<file path="src/rtl/stoch_bit_counter.sv">
// Per-element ones counter for one stochastic bitstream.
// Synchronous clear wins over enable; the parent guarantees the count stays <= WINDOW.
module stoch_bit_counter #(
    parameter int COUNT_WIDTH = 9
) (
    input  logic                   CLK,
    input  logic                   nRST,
    input  logic                   clr,
    input  logic                   en,
    input  logic                   bit_in,
    output logic [COUNT_WIDTH-1:0] count
);

    logic [COUNT_WIDTH-1:0] count_q;

    assign count = count_q;

    always_ff @(posedge CLK or negedge nRST) begin
        if (!nRST) begin
            count_q <= '0;
        end else if (clr) begin
            count_q <= '0;
        end else if (en) begin
            count_q <= count_q + {{(COUNT_WIDTH-1){1'b0}}, bit_in};
        end
    end

endmodule

</file>
<file path="src/rtl/stoch_matrix_decode.sv">
// Decodes a row-major matrix of stochastic bitstreams into per-element ones counts
// over a 2^WINDOW_LOG2-cycle window, holding the result under valid/ready.
module stoch_matrix_decode #(
    parameter int NUM_ROWS    = 2,
    parameter int NUM_COLS    = 2,
    parameter int WINDOW_LOG2 = 8,
    localparam int COUNT_WIDTH = WINDOW_LOG2 + 1,
    localparam int NUM_ELEMS   = NUM_ROWS * NUM_COLS
) (
    input  logic                             CLK,
    input  logic                             nRST,
    input  logic                             start,
    input  logic [NUM_ELEMS-1:0]             Y,
    output logic                             busy,
    output logic                             valid,
    input  logic                             ready,
    output logic [NUM_ELEMS*COUNT_WIDTH-1:0] counts
);

    localparam logic [1:0] S_IDLE  = 2'd0;
    localparam logic [1:0] S_ACCUM = 2'd1;
    localparam logic [1:0] S_DONE  = 2'd2;

    logic [1:0]                              state_q;
    logic [WINDOW_LOG2-1:0]                  cyc_q;
    logic                                    busy_q;
    logic                                    valid_q;
    logic [NUM_ELEMS-1:0][COUNT_WIDTH-1:0]   counts_q;
    logic [NUM_ELEMS-1:0][COUNT_WIDTH-1:0]   counts_d;
    logic [NUM_ELEMS-1:0][COUNT_WIDTH-1:0]   acc;
    logic                                    acc_clr;
    logic                                    acc_en;
    logic                                    last_sample;

    assign acc_clr     = (state_q == S_IDLE) && start;
    assign acc_en      = (state_q == S_ACCUM);
    assign last_sample = (cyc_q == '1);

    genvar g;
    generate
        for (g = 0; g < NUM_ELEMS; g++) begin : g_elem
            stoch_bit_counter #(.COUNT_WIDTH(COUNT_WIDTH)) u_cnt (
                .CLK    (CLK),
                .nRST   (nRST),
                .clr    (acc_clr),
                .en     (acc_en),
                .bit_in (Y[g]),
                .count  (acc[g])
            );
        end
    endgenerate

    // The accumulators lag the final sample by one edge, so fold it in here.
    always_comb begin
        counts_d = '0;
        for (int k = 0; k < NUM_ELEMS; k++) begin
            counts_d[k] = acc[k] + {{(COUNT_WIDTH-1){1'b0}}, Y[k]};
        end
    end

    always_ff @(posedge CLK or negedge nRST) begin
        if (!nRST) begin
            state_q  <= S_IDLE;
            cyc_q    <= '0;
            busy_q   <= 1'b0;
            valid_q  <= 1'b0;
            counts_q <= '0;
        end else begin
            case (state_q)
                S_IDLE: begin
                    if (start) begin
                        state_q <= S_ACCUM;
                        cyc_q   <= '0;
                        busy_q  <= 1'b1;
                    end
                end
                S_ACCUM: begin
                    cyc_q <= cyc_q + 1'b1;
                    if (last_sample) begin
                        state_q  <= S_DONE;
                        busy_q   <= 1'b0;
                        valid_q  <= 1'b1;
                        counts_q <= counts_d;
                    end
                end
                S_DONE: begin
                    if (ready) begin
                        state_q <= S_IDLE;
                        valid_q <= 1'b0;
                    end
                end
                default: begin
                    state_q <= S_IDLE;
                    busy_q  <= 1'b0;
                    valid_q <= 1'b0;
                end
            endcase
        end
    end

    assign busy   = busy_q;
    assign valid  = valid_q;
    assign counts = counts_q;

endmodule

</file>
<file path="config.mk">
export PLATFORM = sky130hd
export DESIGN_NAME = stoch_matrix_decode
export DESIGN_NICKNAME = d
export VERILOG_FILES = /design/src/rtl/stoch_bit_counter.sv /design/src/rtl/stoch_matrix_decode.sv
export SDC_FILE = /design/constraint.sdc
export NUM_CORES = 1
export LEC_CHECK = 0
export ABC_AREA = 1
export CAP_MARGIN = 10
export CORE_AREA = 5 5 97 99
export DETAILED_ROUTE_END_ITERATION = 8
export DIE_AREA = 0 0 102 104
export PLACE_DENSITY = 0.77
export SLEW_MARGIN = 0
export SYNTH_ARGS = -nofsm -noshare
export SYNTH_HDL_FRONTEND = slang
export SYNTH_HIERARCHICAL = 1
export SYNTH_SLANG_ARGS = --single-unit
</file>
<file path="constraint.sdc">
create_clock -name CLK -period 6.65 [get_ports CLK]
set_input_delay 0.9975 -clock CLK [delete_from_list [all_inputs] [get_ports CLK]]
set_output_delay 0.9975 -clock CLK [all_outputs]
set_load 0.005 [all_outputs]
</file>
# ---- Word level (Yosys, flattened, before mapping)
# Index checks and enable logic that the tools add are counted.
dict set report op_classes {
  n_addsub 5
  bitwise_logic 2
  n_eq_ne 6
  n_reduce_logical 9
  muxes 20
}
# cell n
set ops {}
lappend ops {{9-bit 2-to-1 mux} 8}
lappend ops {{9-bit by 1-bit adder with 9-bit output} 4}
lappend ops {{8-bit one-hot mux with 2 select lines} 1}
lappend ops {{3-bit AND reduction} 3}
lappend ops {{8-bit by 1-bit adder with 8-bit output, second input constant} 1}
lappend ops {{8-bit equality test, second input constant} 1}
lappend ops {{8-bit 2-to-1 mux} 1}
lappend ops {{2-bit 2-to-1 mux} 3}
lappend ops {{1-bit one-hot mux with 3 select lines} 2}
lappend ops {{2-bit one-hot mux with 3 select lines} 1}
lappend ops {{1-bit 2-to-1 mux} 4}
lappend ops {{2-bit != test, second input constant} 2}
lappend ops {{2-bit AND reduction} 2}
lappend ops {{2-bit nonzero test} 2}
lappend ops {{2-bit by 1-bit equality test with 1-bit output, second input constant} 1}
lappend ops {{2-bit equality test, second input constant} 1}
lappend ops {{2-bit zero test} 1}
lappend ops {{2-bit by 1-bit != test with 1-bit output, second input constant} 1}
lappend ops {{1-bit NOT} 2}
lappend ops {{1-bit logical AND} 1}
dict set report word_totals {
  reg_bits 84
  word_cells 54
  out_inout_bits 38
  in_bits 8
}

# ---- Longest topological paths before layout
dict set report logic_depth {
  word_depth 3
  depth_mapped 9
  ltp_nobuf 9
}

# ---- Hierarchy
# The synthesis kept the hierarchy.
# mod cells_per_inst instances area_per_inst_um2 seq_area_each_um2
set by_module_without_submodules {}
lappend by_module_without_submodules {stoch_matrix_decode 354 1 2713.9 1201.2}
lappend by_module_without_submodules {stoch_bit_counter 70 4 551.8 225.2}

# ---- Worst setup path after synthesis
# Ideal clock, no wire load.
dict set report synth_path {
  kind {input port to flip-flop}
  startpoint {in start}
  endpoint {reg g_elem[0].u_cnt.count_q[8]}
  required_ns 6.533
  arrival_ns 2.687
  n_path_buf 0
  stages 7
  setup_slack_ns 3.846
  setup_ns 0.117
  path_cell_list {inv_1 > nor3_1 > nor2_4 > nor2_4 > nand3b_2 > nor2_1 > nor2_1}
}
dict set report synth_between {
  elab_chain_cells 2
  word_cells_on_any_way 3
  cone_classes {mux: 1; reduce/logical: 2}
}
# element line_no
set synth_rtl {}
lappend synth_rtl {{start: declaration} stoch_matrix_decode.sv:12} ;# input logic start,
lappend synth_rtl {{1-bit logical AND *} stoch_matrix_decode.sv:35} ;# assign acc_clr = (state_q == S_IDLE) && start;
lappend synth_rtl {{named net acc_clr} stoch_matrix_decode.sv:31} ;# logic acc_clr;
lappend synth_rtl {{9-bit 2-to-1 mux or 2-bit nonzero test (tied branches)} --}
lappend synth_rtl {{end signal: assignment} stoch_bit_counter.sv:24} ;# count_q <= count_q + {{(COUNT_WIDTH-1){1'b0}}, bit_in};
lappend synth_rtl {{end: declaration} stoch_bit_counter.sv:14} ;# logic [COUNT_WIDTH-1:0] count_q;
# The timed path passes the listed nets; every way through them passes the cells marked *.
# A chain may end at the register's enable or synchronous reset.

# ---- Worst setup path after layout
dict set report layout_path {
  startpoint {in start}
  endpoint {reg g_elem[2].u_cnt.count_q[4]}
}
dict set report layout_between {
  elab_chain_cells 2
  word_cells_on_any_way 3
  cone_classes {mux: 1; reduce/logical: 2}
}
# element line_no
set layout_rtl {}
lappend layout_rtl {{1-bit logical AND *} stoch_matrix_decode.sv:35}
lappend layout_rtl {{named net acc_clr} stoch_matrix_decode.sv:31}
lappend layout_rtl {{9-bit 2-to-1 mux or 2-bit nonzero test (tied branches)} --}
lappend layout_rtl {{end signal: assignment} stoch_bit_counter.sv:24}
lappend layout_rtl {{end: declaration} stoch_bit_counter.sv:14}
# Marked as above.

==> flow_summary.ini <==
[clock_network]
numCtsBuffers = 9
cts_max_path_buffers = 2
cts_tree = yes
hold_buffers = 0
postCtsSetupBuffers = 0
clk_latency_ns = 0.35
h-tree-depth = 3
cts-resized-gates = 0
cts.sinks = 84
root_buffer = clkbuf_8
path_clk_slew_ns = 0.08

[setup_path]
crit_slowest_cell = nor3_2
reg2reg_depth = 3
path_buf_inv = 2
worstPathArrival_ns = 2.98
endpoint = g_elem[2].u_cnt/count[4]
crit_start = start
crit_cells = 8
crit_path_frequent_cell = nor2_4
r2r-start = state_q[1]
start_kind = input pin
cp-end-kind = flip-flop
cp_top_family = simple AND/OR/NAND/NOR gates
crit_fanout = 11
cp_cell_sequence = clkdlybuf4s50_1 > inv_1 > nor3_2 > nor2_4 > nor2_4 > nand2_1 > o21ai_1 > nor2_1
crit_type = input pin to flip-flop
worst-r2r-setup-slack_ns = 4.17
max_stage_delay_ns = 0.84
cp.required_ns = 6.88
rr_endpoint = counts[29]

[cells_and_area]
drive_gt1_share_pct = 12.9
fin_area_sq_um = 5630
diodes = 0
areaGrowthSynthToFinish_pct = 14.4
final_nets = 704

[worst_hold_path]
hold_class = flip-flop to flip-flop

[pwr]
p_leak_nw = 2.65
power_density_nw_per_um2 = 271
vdd_drop_max_mv = 0.195

[drt]
detail-route-antenna-nets = 0
drcViolationCount = 0
vias = 4043
drt_iter0_drc = 172
first_pass_iters = 6
wl_per_cell_microns = 12.4
drt_wl_total_microns = 9830
drt-vias-per-instance = 5.10

[place]
portBuffers = 45
placed_area_sq_um = 5420
routabilityCongestion = 0.817
place_hpwl_microns = 6700

[sta]
setup_tns_ns = 0
drv_slew = 0
setup_viol = 0
timing.final.crit_share_pct = 41.3
final_hold_viol_count = 0
worst_pin_slew_ns = 1.12
period_minus_slack_ns = 2.75
fmax_mhz = 364
slew-limit-headroom_pct = 24.6
rsz0062_at_grt = no
skew_ns = 0.0121

[synth]
synth_warnings = 6
synthesis.instances = 634
syn_area_sq_um = 4920
synth.distinct_cells = 32
synth_top_area_share_pct = 42.7
synthesis.nets = 659
postSynthAreaPerCell_sq_um = 7.76
synth_seq_cells = 84
yosys.area.top_type = dfrtp_1
ys_seq_area_share_pct = 42.7
synth.top_cells.by_area = dfrtp_1, nand2_1, nand3_1

[die]
initial_core_util_pct = 58.1
die_area_sq_um = 10600
die_h_microns = 104
row_count = 34
ioPinCount = 46
die_w_microns = 102
core_area_sq_um = 8470

[status]
status = complete, no violations

[global_routing]
grt_start_max_net_pins = 85
grt_pass1_wl_microns = 17300
gr-total-overflow = 0
track_usage_pct = 19.8
first_global_vias = 3854
antenna_found_initial = 0

[run]
cap_violations = 0
synthesized netlist by cell type:
cell type,number
nand2_1,216
dfrtp_1,84
inv_1,63
nor2_1,55
nand3_1,50
o21ai_0,23
ha_1,17
nand3_2,15
nor2_2,13
o21ai_1,12
inv_2,10
nor2_4,9
a21oi_1,8
xor2_1,7
nand4_1,6
nand2_2,5
a31oi_1,4
buf_4,4
bufinv_8,4
clkinv_2,4
nand3b_2,4
nor3_2,4
xnor2_1,4
buf_6,3
clkbuf_1,2
o21bai_1,2
a22oi_2,1
buf_2,1
buf_8,1
nand3b_1,1
nor2_8,1
nor3_1,1
how the worst min path moves through the flow:
stage | from | end | slack (ns) | cells after the start
floorplan | cyc_q[7] | cyc_q[7] | 0.46 | 1
global placement | counts[23] | counts[23] | 0.46 | 2
detailed placement | counts[28] | counts[28] | 0.47 | 2
CTS | counts[19] | counts[19] | 0.49 | 2
global route | counts[31] | counts[31] | 0.51 | 2
finish | counts[19] | counts[19] | 0.48 | 2
layer usage:
layer	wire length (microns)	global-route usage (%)
met5	0	0
met4	76	6.28
met3	347	3.35
met2	4730	31.9
met1	4680	26.9
cells by family after synthesis:
| group | after synthesis | share of synthesized area [%] |
|---|---|---|
| buffers and inverters | 92 | 9.26 |
| xor gates and xnor gates | 11 | 1.96 |
| DFF | 84 | 42.7 |
| AOI/OAI and AO/OA | 50 | 5.44 |
| adders and majority gates | 17 | 4.32 |
| and+or+nand+nor | 380 | 36.3 |
layout by cell type (no fill, tap or decap):
cell type	count
a22oi_2	1
nand4_1	6
nand3_2	15
nand3b_1	1
clkinv_2	5
o21ai_0	23
nor3_2	5
nor2_1	55
nor2_8	1
buf_4	1
inv_1	63
xor2_1	7
a31oi_1	4
o21bai_1	2
xnor2_1	4
nand2_2	5
inv_2	10
clkdlybuf4s50_1	44
clkinv_4	2
nor2_4	9
nand2_1	216
a21oi_1	8
nand3b_2	4
nor2_2	13
bufinv_8	4
dfrtp_1	84
o21ai_1	12
clkinvlp_4	1
nand3_1	50
clkbuf_8	11
bufinv_16	1
ha_1	17
through the flow:
stage / hold slack, ns / setup WS (ns) / cells / util [%] / power (mW)
floorplan: 0.458 / 3.85 / 634 / - / 1.04
global route: 0.510 / 3.72 / 792 / 66.5 / 1.64
CTS: 0.487 / 3.93 / 792 / 66.5 / 1.53
finish: 0.485 / 3.90 / 792 / 66.5 / 1.52
global placement: 0.462 / 3.63 / 776 / 64.0 / 1.12
detailed placement: 0.466 / 3.55 / 776 / 64.0 / 1.15
power breakdown:
part / switching [mW] / total [mW] / internal (mW)
Combinational: 0.213 / 0.382 / 0.169
Sequential: 0.160 / 0.757 / 0.598
Clock: 0.188 / 0.383 / 0.195
Total: 0.561 / 1.52 / 0.962
final cells by class:
| cell class | count | area (sq um) |
|---|---|---|
| clock buffers | 11 | 151 |
| clock inverters | 5 | 60.1 |
| fillers | 742 | 2840 |
| inverters | 81 | 364 |
| multi-input cells | 458 | 2370 |
| flip-flops and latches | 84 | 2100 |
| well taps | 108 | 135 |
| repair buffers | 45 | 448 |
worst register-to-register path, cell delays in order (launching register included):
cell and delay, ns:
dfrtp_1 0.46, nor2_4 0.58, nand3_2 0.87, o21ai_0 0.48
sequential cells by signal (all words and copies together) (netlist names):
| name | flops |
|---|---|
| busy | 1 |
| g_elem.u_cnt/count | 36 |
| cyc_q | 8 |
| state_q | 2 |
| counts | 36 |
| valid | 1 |
Note: power is estimated with default switching activity, not from simulation.
